$ cat src/rtl/tl_ul_pkg.sv
// Shared TileLink-UL constants and bundle types for the E21 fabric arbiter.
package tl_ul_pkg;

  localparam logic [2:0] A_PUT_FULL        = 3'd0;
  localparam logic [2:0] A_PUT_PARTIAL     = 3'd1;
  localparam logic [2:0] A_GET             = 3'd4;
  localparam logic [2:0] D_ACCESS_ACK      = 3'd0;
  localparam logic [2:0] D_ACCESS_ACK_DATA = 3'd1;

  localparam int OPC_W     = 3;
  localparam int A_PARAM_W = 3;
  localparam int D_PARAM_W = 2;
  localparam int SIZE_W    = 2;
  localparam int ADDR_W    = 32;
  localparam int MASK_W    = 4;
  localparam int DATA_W    = 32;
  localparam int CNT_W     = 4;

  // Source IDs are carried beside these structs because their width depends
  // on the instance (master side SRC_W, slave side SRC_W+1).
  typedef struct packed {
    logic [OPC_W-1:0]     opcode;
    logic [A_PARAM_W-1:0] param;
    logic [SIZE_W-1:0]    size;
    logic [ADDR_W-1:0]    address;
    logic [MASK_W-1:0]    mask;
    logic [DATA_W-1:0]    data;
  } tl_a_t;

  typedef struct packed {
    logic [OPC_W-1:0]     opcode;
    logic [D_PARAM_W-1:0] param;
    logic [SIZE_W-1:0]    size;
    logic                 denied;
    logic                 corrupt;
    logic [DATA_W-1:0]    data;
  } tl_d_t;

endpackage

$ cat src/rtl/tl_ul_out_cnt.sv
// Per-master in-flight request counter: counts accepted A beats minus returned
// D beats, saturating at zero, and reports when the master hits its limit.
module tl_ul_out_cnt
  import tl_ul_pkg::*;
#(
  parameter int MAX_OUT = 4
) (
  input  logic clock,
  input  logic reset,
  input  logic inc,
  input  logic dec,
  output logic full,
  output logic underflow
);

  localparam logic [CNT_W-1:0] MAX_VAL = CNT_W'(MAX_OUT);

  logic [CNT_W-1:0] count;

  assign full      = (count == MAX_VAL);
  assign underflow = dec && (count == '0);

  // An accept and a response in the same cycle cancel; a response with
  // nothing outstanding leaves the count at zero.
  always_ff @(posedge clock or posedge reset) begin
    if (reset) begin
      count <= '0;
    end else if (inc && !dec) begin
      count <= count + CNT_W'(1);
    end else if (dec && !inc && (count != '0)) begin
      count <= count - CNT_W'(1);
    end
  end

endmodule

$ cat src/rtl/tl_ul_arbiter_2to1.sv
// Two-master to one-slave TileLink-UL arbiter: round-robin A grant into a
// one-entry output register, D responses routed back by the appended source bit.
module tl_ul_arbiter_2to1
  import tl_ul_pkg::*;
#(
  parameter int SRC_W   = 2,
  parameter int MAX_OUT = 4
) (
  input  logic              clock,
  input  logic              reset,

  input  logic              m0_a_valid,
  output logic              m0_a_ready,
  input  logic [2:0]        m0_a_opcode,
  input  logic [2:0]        m0_a_param,
  input  logic [1:0]        m0_a_size,
  input  logic [SRC_W-1:0]  m0_a_source,
  input  logic [31:0]       m0_a_address,
  input  logic [3:0]        m0_a_mask,
  input  logic [31:0]       m0_a_data,
  output logic              m0_d_valid,
  input  logic              m0_d_ready,
  output logic [2:0]        m0_d_opcode,
  output logic [1:0]        m0_d_param,
  output logic [1:0]        m0_d_size,
  output logic [SRC_W-1:0]  m0_d_source,
  output logic              m0_d_denied,
  output logic              m0_d_corrupt,
  output logic [31:0]       m0_d_data,

  input  logic              m1_a_valid,
  output logic              m1_a_ready,
  input  logic [2:0]        m1_a_opcode,
  input  logic [2:0]        m1_a_param,
  input  logic [1:0]        m1_a_size,
  input  logic [SRC_W-1:0]  m1_a_source,
  input  logic [31:0]       m1_a_address,
  input  logic [3:0]        m1_a_mask,
  input  logic [31:0]       m1_a_data,
  output logic              m1_d_valid,
  input  logic              m1_d_ready,
  output logic [2:0]        m1_d_opcode,
  output logic [1:0]        m1_d_param,
  output logic [1:0]        m1_d_size,
  output logic [SRC_W-1:0]  m1_d_source,
  output logic              m1_d_denied,
  output logic              m1_d_corrupt,
  output logic [31:0]       m1_d_data,

  output logic              s_a_valid,
  input  logic              s_a_ready,
  output logic [2:0]        s_a_opcode,
  output logic [2:0]        s_a_param,
  output logic [1:0]        s_a_size,
  output logic [SRC_W:0]    s_a_source,
  output logic [31:0]       s_a_address,
  output logic [3:0]        s_a_mask,
  output logic [31:0]       s_a_data,
  input  logic              s_d_valid,
  output logic              s_d_ready,
  input  logic [2:0]        s_d_opcode,
  input  logic [1:0]        s_d_param,
  input  logic [1:0]        s_d_size,
  input  logic [SRC_W:0]    s_d_source,
  input  logic              s_d_denied,
  input  logic              s_d_corrupt,
  input  logic [31:0]       s_d_data,

  output logic              err_unexpected_d
);

  tl_a_t            slot;
  logic [SRC_W:0]   slot_src;
  logic             slot_valid;
  logic             rr_last;

  tl_a_t            a_in;
  logic [SRC_W:0]   src_in;

  logic full0, full1, under0, under1;
  logic elig0, elig1, grant0, grant1, slot_free;
  logic accept0, accept1;
  logic dst, d_fire0, d_fire1;
  tl_d_t d_bundle;

  // ---------------- A channel arbitration ----------------
  assign elig0     = m0_a_valid && !full0;
  assign elig1     = m1_a_valid && !full1;
  assign grant0    = elig0 && (!elig1 || rr_last);
  assign grant1    = elig1 && (!elig0 || !rr_last);
  assign slot_free = !slot_valid || s_a_ready;

  assign m0_a_ready = slot_free && grant0;
  assign m1_a_ready = slot_free && grant1;
  assign accept0    = m0_a_ready;
  assign accept1    = m1_a_ready;

  // Pick the winning master's beat and tag its source with the master index.
  always_comb begin
    a_in   = '{opcode: m0_a_opcode, param: m0_a_param, size: m0_a_size,
               address: m0_a_address, mask: m0_a_mask, data: m0_a_data};
    src_in = {1'b0, m0_a_source};
    if (accept1) begin
      a_in   = '{opcode: m1_a_opcode, param: m1_a_param, size: m1_a_size,
                 address: m1_a_address, mask: m1_a_mask, data: m1_a_data};
      src_in = {1'b1, m1_a_source};
    end
  end

  // Output slot: load on accept, hold under backpressure, drain when taken.
  always_ff @(posedge clock or posedge reset) begin
    if (reset) begin
      slot       <= '0;
      slot_src   <= '0;
      slot_valid <= 1'b0;
      rr_last    <= 1'b1;
    end else if (accept0 || accept1) begin
      slot       <= a_in;
      slot_src   <= src_in;
      slot_valid <= 1'b1;
      rr_last    <= accept1;
    end else if (s_a_ready) begin
      slot_valid <= 1'b0;
    end
  end

  assign s_a_valid   = slot_valid;
  assign s_a_opcode  = slot.opcode;
  assign s_a_param   = slot.param;
  assign s_a_size    = slot.size;
  assign s_a_source  = slot_src;
  assign s_a_address = slot.address;
  assign s_a_mask    = slot.mask;
  assign s_a_data    = slot.data;

  // ---------------- D channel routing ----------------
  assign dst       = s_d_source[SRC_W];
  assign s_d_ready = dst ? m1_d_ready : m0_d_ready;
  assign d_fire0   = s_d_valid && s_d_ready && !dst;
  assign d_fire1   = s_d_valid && s_d_ready && dst;

  assign d_bundle = '{opcode: s_d_opcode, param: s_d_param, size: s_d_size,
                      denied: s_d_denied, corrupt: s_d_corrupt, data: s_d_data};

  assign m0_d_valid   = s_d_valid && !dst;
  assign m0_d_opcode  = d_bundle.opcode;
  assign m0_d_param   = d_bundle.param;
  assign m0_d_size    = d_bundle.size;
  assign m0_d_source  = s_d_source[SRC_W-1:0];
  assign m0_d_denied  = d_bundle.denied;
  assign m0_d_corrupt = d_bundle.corrupt;
  assign m0_d_data    = d_bundle.data;

  assign m1_d_valid   = s_d_valid && dst;
  assign m1_d_opcode  = d_bundle.opcode;
  assign m1_d_param   = d_bundle.param;
  assign m1_d_size    = d_bundle.size;
  assign m1_d_source  = s_d_source[SRC_W-1:0];
  assign m1_d_denied  = d_bundle.denied;
  assign m1_d_corrupt = d_bundle.corrupt;
  assign m1_d_data    = d_bundle.data;

  // ---------------- Outstanding tracking ----------------
  tl_ul_out_cnt #(.MAX_OUT(MAX_OUT)) u_cnt0 (
    .clock(clock), .reset(reset), .inc(accept0), .dec(d_fire0),
    .full(full0), .underflow(under0)
  );

  tl_ul_out_cnt #(.MAX_OUT(MAX_OUT)) u_cnt1 (
    .clock(clock), .reset(reset), .inc(accept1), .dec(d_fire1),
    .full(full1), .underflow(under1)
  );

  // Sticky flag for a response arriving at a master with nothing in flight.
  always_ff @(posedge clock or posedge reset) begin
    if (reset) begin
      err_unexpected_d <= 1'b0;
    end else if (under0 || under1) begin
      err_unexpected_d <= 1'b1;
    end
  end

endmodule

$ cat config.mk
export PLATFORM = sky130hd
export DESIGN_NAME = tl_ul_arbiter_2to1
export DESIGN_NICKNAME = d
export VERILOG_FILES = /design/src/rtl/tl_ul_pkg.sv /design/src/rtl/tl_ul_out_cnt.sv /design/src/rtl/tl_ul_arbiter_2to1.sv
export SDC_FILE = /design/constraint.sdc
export NUM_CORES = 1
export LEC_CHECK = 0
export CORE_AREA = 3 3 145 147
export DETAILED_ROUTE_END_ITERATION = 8
export DIE_AREA = 0 0 148 150
export DONT_BUFFER_PORTS = 1
export PLACE_DENSITY = 0.36
export REMOVE_ABC_BUFFERS = 1
export SLEW_MARGIN = 20
export SYNTH_ARGS = -nofsm -noshare
export SYNTH_HDL_FRONTEND = slang
export SYNTH_SLANG_ARGS = --single-unit
$ cat constraint.sdc
create_clock -name clock -period 6.5 [get_ports clock]
set_clock_uncertainty 0.15 [all_clocks]
set_input_delay 1.3 -clock clock [delete_from_list [all_inputs] [get_ports clock]]
set_output_delay 1.3 -clock clock [all_outputs]
set_load 0.05 [all_outputs]
==> results of run 1 <==
[kinds of logic (layout without fill, tap and decap cells)]
group	Yosys count	count (layout)	synth area share [%]
adders and majority gates	6	6	1.81
muxes	85	85	17.5
and+or+nand+nor	106	106	9.57
AOI/OAI and AO/OA	90	90	9.39
xor gates and xnor gates	6	6	1.06
buffers and inverters	113	23	15.5
DFF	90	90	45.2
[worst paths after layout]
kind                                 start              end  slack, ns  cells past startpoint
max                              s_a_ready       m1_a_ready       2.68                      4
min                        u_cnt1.count[3]  u_cnt1.count[3]       0.34                      1
max reg2reg                      s_a_valid  u_cnt0.count[3]       3.62                      9
min reg2reg                u_cnt1.count[3]  u_cnt1.count[3]       0.34                      1
max in group asynchronous            reset     s_a_data[31]       4.36                      2
min in group asynchronous            reset   s_a_address[2]       0.73                      1
[stage by stage]
stage	setup slack [ns]	instance area, um^2
CTS	2.66	4940
detailed placement	2.66	4610
global placement	2.69	4610
floorplan	-0.999	4220
global route	2.55	4940
finish	2.68	4940
[registers in the layout, indices dropped and copies added, names as in the netlist]
| signal | count |
|---|---|
| u_cnt1.count | 4 |
| err_unexpected_d | 1 |
| s_a_address | 32 |
| s_a_valid | 1 |
| s_a_size | 2 |
| s_a_source | 3 |
| u_cnt0.count | 4 |
| s_a_data | 32 |
| s_a_mask | 4 |
| rr_last | 1 |
| s_a_param | 3 |
| s_a_opcode | 3 |
[synth_stat cells]
library cell | instances | area, um^2
dfrtp_1 | 89 | 2230
buf_4 | 86 | 646
a21oi_1 | 81 | 405
nor2_1 | 81 | 304
mux2i_1 | 79 | 791
buf_2 | 19 | 95.1
clkbuf_1 | 6 | 22.5
xor2_1 | 6 | 52.6
nand2_1 | 5 | 18.8
nand3_1 | 5 | 25.0
ha_1 | 4 | 50.1
mux2_2 | 3 | 33.8
or4_1 | 3 | 22.5
a21o_1 | 2 | 15.0
fa_1 | 2 | 40.0
inv_1 | 2 | 7.51
mux2_1 | 2 | 22.5
nand2b_1 | 2 | 12.5
nor2b_1 | 2 | 12.5
o21ai_0 | 2 | 10.0
o22ai_1 | 2 | 12.5
and2_1 | 1 | 6.26
and3_1 | 1 | 6.26
and3b_1 | 1 | 8.76
dfstp_2 | 1 | 26.3
mux2i_4 | 1 | 22.5
nand3b_1 | 1 | 7.51
nor2_4 | 1 | 11.3
nor3b_1 | 1 | 7.51
nor4b_4 | 1 | 23.8
o211ai_1 | 1 | 7.51
o21a_2 | 1 | 8.76
o21ai_2 | 1 | 8.76
or4b_1 | 1 | 10.0
[layout by cell type (no fill, tap or decap), types with 2 or more instances in the layout]
cell | Yosys | routed
nor2_1 | 81 | 81
a21oi_1 | 81 | 80
nand2_1 | 5 | 5
a21o_1 | 2 | 2
fa_1 | 2 | 2
nand2b_1 | 2 | 2
mux2_2 | 3 | 3
clkbuf_1 | 6 | 2
bufinv_16 | 0 | 3
mux2_1 | 2 | 2
clkbuf_16 | 0 | 9
nor2b_1 | 2 | 2
nand3_1 | 5 | 5
o22ai_1 | 2 | 2
buf_4 | 86 | 5
ha_1 | 4 | 4
dfrtp_1 | 89 | 89
or4_1 | 3 | 3
o21ai_0 | 2 | 2
mux2i_1 | 79 | 79
xor2_1 | 6 | 6
[layout make-up]
cell class	count	area, um^2	area share (%)
clock buffer	11	233	4.71
multi-input combinational	293	1970	39.8
sequential	90	2250	45.6
timing repair buffer	5	37.5	0.759
tap	270	338	6.84
clock inverter	5	103	2.08
inverter	2	10.0	0.203
[power breakdown]
group | internal, mW | switching, mW | leakage [nW]
Sequential | 0.755 | 0.818 | 0.998
Combinational | 0.231 | 0.292 | 0.747
Clock | 0.376 | 0.219 | 0.160
[metal layers]
layer | track usage (%) | routed length, um | vias to the layer above
met1 | 14.8 | 5660 | 1433
met4 | 2.77 | 104 | 2
met2 | 15.8 | 5890 | 275
met3 | 13.5 | 3290 | 7
met5 | 2.73 | 68 | -
li1 | - | - | 1413
==> impl_results.md, run 1 <==
* Status: complete, no violations
* Worst Path Required at 5.05 ns
* Power per Cell Area at 544 mW/mm^2
* Peak VDD IR at 155 uV
* Leak Pwr at 1.90 nW
* Antenna diodes at 0
* Via count at 3130
* Layout cell share with drive strength beyond 1 at 7.39%
* Crit Path Class: in -> out
* CTS Sinks at 90
* DR iter-0 viols at 87
* CTS Buf Count at 9
* Cell area after synthesis at 0.00498 mm^2
* Postcts setup bufs at 0
* Post-route ant nets at 0
* Top Ports at 380
* CP max FO at 40
* Clk Latency, worst-skew pair at 0.34 ns
* # DRC at 0
* Max-Cap Viols at 0
* Unrepaired setup endpoints after global routing: false
* Top delay family on crit path: buffers and inverters
* CTS Root Cell: clkbuf_16
* Initial Utilization at 24.9%
* CP peak stage delay at 0.60 ns
* Vias in the first global route at 3071
* Unique masters post-synth at 34
* Critical path data arrival time at 2.37 ns
* Overall routed net length at 15000 um
* Warnings from Yosys at 0
* Vias per inst at 4.63
* Layout Nets at 615
* Syn_area_per_cell at 10.0 um^2
* Post-synthesis cell count at 496
* Slew HR at 38.1%
* Slew Limit Fails at 0
* Fillers at 2207
* Number of setup violations in the final report at 0
* Overall Power at 2.69 mW
* Dpl cells at 660
* GR Overflow Total at 0
* Layout Cells excl Fill at 676
* GRT Util Overall at 12.8%
* DR WL/cell at 22.2 um
* CTS tree: done
* Worst path slowest cell: buf_4
* PostCTS Resize Cnt at 0
* Die extent in x at 148 um
* Seq/Total Area, Yosys at 45.2%
* FP Rows at 52
* IO Port Bufs at 0
* P&R area growth vs syn at -0.779%
* First-pass GRT wire length at 20800 um
* Critical Path Start Type: primary input
* Hold Crit Class: reg -> reg
* H-tree depth at 3
* Fin util at 24.7%
* Die Span Y at 150 um
* CP Cell Sequence: nand2b_1 -> nand3_1 -> nor2_4 -> buf_4
* Worst Path Buf+Inv at 1
* Clock Tree Buf Depth at 2
* Gpl congestion at 0.749
* Setup_tns at 0 ns
* Hold-fix buffers, CTS at 0
* Core area at 0.0200 mm^2
* Final hold violation count at 0
* HPWL Detailed at 11800 um
* Largest net degree at the start of global routing at 81
* Drt first pass iters at 4
* Min Hold Slack at 0.342 ns
* CP Capture Type: output pin
* Worst-Margin Slew at 0.926 ns
* CTS clock-pin slew for the worst setup and hold paths at 0.06 ns
* Period utilization at 58.7%
* F_max at 262 MHz
* Synthesized flop and latch total at 90
* Antenna violations before repair at 0
* Die area at 0.0222 mm^2
* Crit path time final at 3.82 ns
Power figures use the tool's default switching activity.
==> run 2: changes to the inputs <==
==> constraint.sdc (replaced) <==
create_clock -name clock -period 3.8 [get_ports clock]
set_clock_uncertainty 0.15 [all_clocks]
set_input_delay 0.76 -clock clock [delete_from_list [all_inputs] [get_ports clock]]
set_output_delay 0.76 -clock clock [all_outputs]
set_load 0.05 [all_outputs]
==> run 2 against run 1 <==
Effect of this change:
- via count is 2.0% lower
- register-to-register slack worse by 2.7 ns
- total power is 66% higher
- die area stayed put
- sequential share of layout area is 0.41 points higher
- utilization is 0.22 points lower
- global-route usage hardly changed
- wire length is 0.80% lower
- first-iteration DRC count is 6.9% higher
- combinational power is 71% higher
- flip-flop and latch count stayed put
- critical endpoint unchanged
==> impl_results.md, run 2 (same netlist as run 1, synthesis figures left out) <==
* Vias per inst at 4.56 (-1.5%)
* F_max at 346 MHz
* H-tree depth at 3 (unchanged)
* Postcts setup bufs at 0 (unchanged)
* Slew Limit Fails at 0 (unchanged)
* GRT Util Overall at 12.8% (-0.019 points)
* Gpl congestion at 0.698 (-6.8%)
* Met1 wire length at 5580 um (-1.3%)
* Overall routed net length at 14900 um (-0.80%)
* Clk Latency, worst-skew pair at 0.34 ns (about the same)
* Via count at 3068 (-2.0%)
* IO Port Bufs at 0 (unchanged)
* Status: complete, no violations
* PostCTS Resize Cnt at 0 (unchanged)
* Core area at 0.0200 mm^2 (unchanged)
* Final hold violation count at 0 (unchanged)
* Unrepaired setup endpoints after global routing: false
* Crit Path Class: reg -> out
* Hold Crit Class: in -> async
* Power per Cell Area at 909 mW/mm^2 (+67%)
* Drt first pass iters at 4 (unchanged)
* Critical path data arrival time at 1.98 ns (-0.39 ns)
* Slew HR at 37.6% (-0.48 points)
* CTS clock-pin slew for the worst setup and hold paths at 0.07 ns (about the same)
* CP max FO at 81 (+100%)
* Worst Path Required at 2.89 ns (-2.16 ns)
* GR Overflow Total at 0 (unchanged)
* Layout cell share with drive strength beyond 1 at 6.95% (-0.44 points)
* Critical Path Start Type: flip-flop
* Worst Path Buf+Inv at 1 (unchanged)
* Die extent in x at 148 um (unchanged)
* Layout Nets at 614 (-0.16%)
* Peak VDD IR at 280 uV (+81%)
* Antenna diodes at 0 (unchanged)
* Met3 wire length at 3260 um (-0.67%)
* CP peak stage delay at 0.57 ns (-0.03 ns)
* Die Span Y at 150 um (unchanged)
* DR iter-0 viols at 93 (+6.9%)
* Fillers at 2193 (-0.63%)
* Number of setup violations in the final report at 0 (unchanged)
* Worst-Margin Slew at 0.933 ns (+0.00714 ns)
* Worst path slowest cell: dfrtp_1
* Crit path time final at 2.89 ns
* Largest net degree at the start of global routing at 82 (+1.2%)
* Fin util at 24.4% (-0.22 points)
* CTS Sinks at 90 (unchanged)
* CP Capture Type: output pin
* Hold-fix buffers, CTS at 0 (unchanged)
* Period utilization at 76.1%
* Post-route ant nets at 0 (unchanged)
* CTS Buf Count at 9 (unchanged)
* HPWL Detailed at 11500 um (-2.0%)
* Clock Tree Buf Depth at 2 (unchanged)
* Antenna violations before repair at 0 (unchanged)
* Overall Power at 4.45 mW (+66%)
* # DRC at 0 (unchanged)
* Vias in the first global route at 3060 (-0.36%)
* DR WL/cell at 22.1 um (-0.36%)
* FP Rows at 52 (unchanged)
* Leak Pwr at 1.88 nW (-0.99%)
* Top delay family on crit path: simple AND/OR/NAND/NOR gates
* Max-Cap Viols at 0 (unchanged)
* Initial Utilization at 24.9% (unchanged)
* Top Metal Used: met5
* Top Ports at 380 (unchanged)
* CTS tree: done
* CTS Root Cell: clkbuf_16
* WL met2 at 5790 um (-1.7%)
* Die area at 0.0222 mm^2 (unchanged)
* CP Cell Sequence: nand2b_1 -> nand3_1 -> nor2_4 -> buf_12
* P&R area growth vs syn at -1.66%
* First-pass GRT wire length at 20700 um (-0.53%)
* Most frequent cells in the layout: dfrtp_1, nor2_1, a21oi_1
* Most common cell after layout, fill and taps aside: dfrtp_1
## run 2: changes by cell type in the layout (fill, tap and decap cells not counted), sizes merged
cell      before  now
clkinvlp       1    0
clkinv         1    3
clkbuf        11   10
bufinv         3    1
buf            5    4
## run 2: final cells by class
class	count	area, um^2	area share [%]
repair buffers	4	55.1	1.12
inverters	2	10.0	0.204
clock buffers	10	229	4.67
multi-input cells	293	1970	40.2
flip-flops and latches	90	2250	46.0
clock inverters	4	45.0	0.920
well taps	270	338	6.90
## run 2: worst paths after layout
path	end	cells after the start	startpoint	slack (ns)
max reg2reg	u_cnt0.count[3]	9	s_a_valid	0.96
min in group clock	u_cnt1.count[3]	1	u_cnt1.count[3]	0.34
max in group asynchronous	rr_last	2	reset	2.54
min reg2reg	u_cnt1.count[3]	1	u_cnt1.count[3]	0.34
max	m1_a_ready	4	s_a_valid	0.91
min	s_a_address[2]	1	reset	0.21
## run 2: per-stage QoR
step | TNS, ns | setup WS [ns] | std cells | cell area (um^2) | hold slack (ns)
floorplan | -248.77 | -3.16 | 385 | 4220 | 0.298
global placement | 0 | 1.02 | 659 | 4620 | 0.323
detailed placement | 0 | 1.01 | 659 | 4620 | 0.328
CTS | 0 | 0.853 | 673 | 4900 | 0.245
global route | 0 | 0.688 | 673 | 4900 | 0.245
finish | 0 | 0.908 | 673 | 4900 | 0.211
## run 2: power by group
part	leakage [nW]	internal [mW]	switching [mW]
registers	0.998	1.29	1.40
clock network	0.138	0.500	0.367
logic	0.749	0.397	0.498
total	1.88	2.19	2.27
## run 2: per-layer routing
layer  vias to the layer above  track usage (%)
met1                      1378             14.8
li1                       1408                -
met4                         2             4.30
met2                       266             15.6
met5                         -             2.95
met3                        14             12.7
==> run 3: changes to the inputs <==
--- a/config.mk
+++ b/config.mk
@@ -9,7 +9,7 @@
 export DETAILED_ROUTE_END_ITERATION = 8
 export DIE_AREA = 0 0 148 150
 export DONT_BUFFER_PORTS = 1
-export PLACE_DENSITY = 0.36
+export PLACE_DENSITY = 0.37
 export REMOVE_ABC_BUFFERS = 1
 export SLEW_MARGIN = 20
 export SYNTH_ARGS = -nofsm -noshare
==> constraint.sdc (replaced) <==
create_clock -name clock -period 2.6 [get_ports clock]
set_clock_uncertainty 0.15 [all_clocks]
set_input_delay 0.52 -clock clock [delete_from_list [all_inputs] [get_ports clock]]
set_output_delay 0.52 -clock clock [all_outputs]
set_load 0.05 [all_outputs]
==> run 3 against run 2 <==
Effect of this change:
- utilization is 1.1 points higher
- sequential power increased by 45%
- count of clock-buffer cells in the layout increased by 1
- combinational power up 71%
- critical path type unchanged
- first-iteration DRC count is 38% higher
- global-route usage increased by 0.24 points
- die area did not move
- critical path depth is the same
- sequential share of layout area is 2.0 points lower
- wire length increased by 6.5%
- worst setup slack got worse by 0.83 ns
- via count increased by 4.4%
==> impl_results.md, run 3 (same netlist as run 1, synthesis figures left out) <==
* Layout cell share with drive strength beyond 1 at 11.9% (+5.0 points)
* Peak VDD IR at 392 uV (+40%)
* DR iter-0 viols at 128 (+38%)
* Hold Crit Depth at 2
* Final hold violation count at 0 (unchanged)
* Post-route ant nets at 0 (unchanged)
* CTS clock-pin slew for the worst setup and hold paths at 0.07 ns (about the same)
* Critical path data arrival time at 1.85 ns (-0.13 ns)
* GR Overflow Total at 0 (unchanged)
* Critical Path Start Type: flip-flop
* Vias in the first global route at 3089 (+0.95%)
* Critical path startpoint: u_cnt1.count[0]
* Die area at 0.0222 mm^2 (unchanged)
* Slew HR at 64.0% (+26 points)
* DR WL/cell at 23.0 um (+4.0%)
* Crit Path Class: reg -> out
* Vias per inst at 4.65 (+1.9%)
* Power per Cell Area at 1340 mW/mm^2 (+47%)
* CTS tree: done
* Overall routed net length at 15900 um (+6.5%)
* Most frequent cells in the layout: dfrtp_1, nor2_1, mux2i_1, a21oi_1, buf_4
* CP Capture Type: output pin
* Die extent in x at 148 um (unchanged)
* Most common cell after layout, fill and taps aside: dfrtp_1
* Slew Limit Fails at 0 (unchanged)
* Worst Path Required at 1.93 ns (-0.96 ns)
* H-tree depth at 3 (unchanged)
* Top Ports at 380 (unchanged)
* Drt first pass iters at 4 (unchanged)
* P&R area growth vs syn at 2.76%
* Worst-Margin Slew at 0.540 ns (-0.393 ns)
* Hold Crit Class: in -> reg
* # DRC at 0 (unchanged)
* Number of setup violations in the final report at 0 (unchanged)
* Die Span Y at 150 um (unchanged)
* R2R Path Start: u_cnt1.count[0]
* CTS Buf Count at 9 (unchanged)
* Gpl congestion at 0.749 (+7.2%)
* Fillers at 2173 (-0.91%)
* Antenna violations before repair at 0 (unchanged)
* Status: complete, no violations
* PnR worst setup slack at 0.0803 ns (-0.828 ns)
* Largest net degree at the start of global routing at 82 (unchanged)
* Crit path time final at 2.52 ns
* GRT Util Overall at 13.0% (+0.24 points)
* CTS Root Cell: clkbuf_16
* Leak Pwr at 1.99 nW (+5.4%)
* F_max at 397 MHz
* Hold Startpoint: m0_a_data[15]
* Antenna diodes at 0 (unchanged)
* CP max FO at 41 (-49%)
* First-pass GRT wire length at 21100 um (+1.9%)
* Layout Nets at 629 (+2.4%)
* Dpl ws at 0.0364 ns (-0.971 ns)
* Core area at 0.0200 mm^2 (unchanged)
* Fin util at 25.5% (+1.1 points)
* Clock Tree Buf Depth at 2 (unchanged)
* Initial Utilization at 24.9% (unchanged)
* HPWL Detailed at 11900 um (+3.0%)
* Max-Cap Viols at 0 (unchanged)
* CTS Sinks at 90 (unchanged)
* IO Port Bufs at 0 (unchanged)
* Via count at 3202 (+4.4%)
* Period utilization at 96.9%
* FP Rows at 52 (unchanged)
* R2R depth at 10 (+1)
* Setup_tns at 0 ns (unchanged)
* Overall Power at 6.84 mW (+54%)
* Clk Latency, worst-skew pair at 0.34 ns (about the same)
==> run 3: per-layer routing <==
metal | vias to the layer above | global-route usage, % | wire length, um
li1 | 1443 | - | -
met1 | 1469 | 15.5 | 6510
met2 | 269 | 15.1 | 5880
met3 | 17 | 12.9 | 3120
met4 | 4 | 3.83 | 168
met5 | - | 7.95 | 173
==> run 3: timing repair <==
action / 4_1_cts / 5_1_grt
hold endpoints to repair: 27 / 0
setup buffers: 0 / 3
pin swaps: 0 / 5
gates cloned: 0 / 1
hold buffers: 1 / 0
setup endpoints to repair: 1 / 6
gates resized for setup: 2 / 8
==> run 3: worst max-delay path, stage by stage (launching register included) <==
cell	delay, ns
dfrtp_1	0.37
or4b_4	0.55
nand3_1	0.17
nor2_4	0.07
clkbuf_16	0.23
==> run 3: layout make-up <==
class / count / area (um^2) / share of cell area, %
Clock buffer: 11 / 243 / 4.74
Tap cell: 270 / 338 / 6.60
Inverter: 2 / 10.0 / 0.196
Sequential cell: 90 / 2250 / 44.0
Timing Repair Buffer: 19 / 204 / 3.98
Clock inverter: 4 / 76.3 / 1.49
Multi-Input combinational cell: 293 / 1990 / 39.0
==> run 3: through the flow <==
step,instances,hold WS [ns],cell area (um^2)
2_1_floorplan,385,0.298,4220
4_1_cts,685,0.218,5060
5_1_grt,689,0.226,5120
6_report,689,0.238,5120
3_5_place_dp,669,0.262,4720
3_3_place_gp,669,0.267,4720
==> run 3: path summary, 6_finish.rpt <==
| kind | to | slack, ns |
|---|---|---|
| hold / removal | s_a_data[15] | 0.24 |
| setup reg to reg | u_cnt1.count[3] | 0.12 |
| setup / recovery | m1_a_ready | 0.08 |
| max in group asynchronous | rr_last | 1.04 |
| min in group asynchronous | s_a_address[14] | 0.49 |
| hold reg to reg | u_cnt1.count[3] | 0.34 |
==> run 3: report_power, final <==
| part | switching (mW) | internal [mW] |
|---|---|---|
| sequential | 2.00 | 1.89 |
| combinational | 0.837 | 0.691 |
| clock | 0.553 | 0.866 |
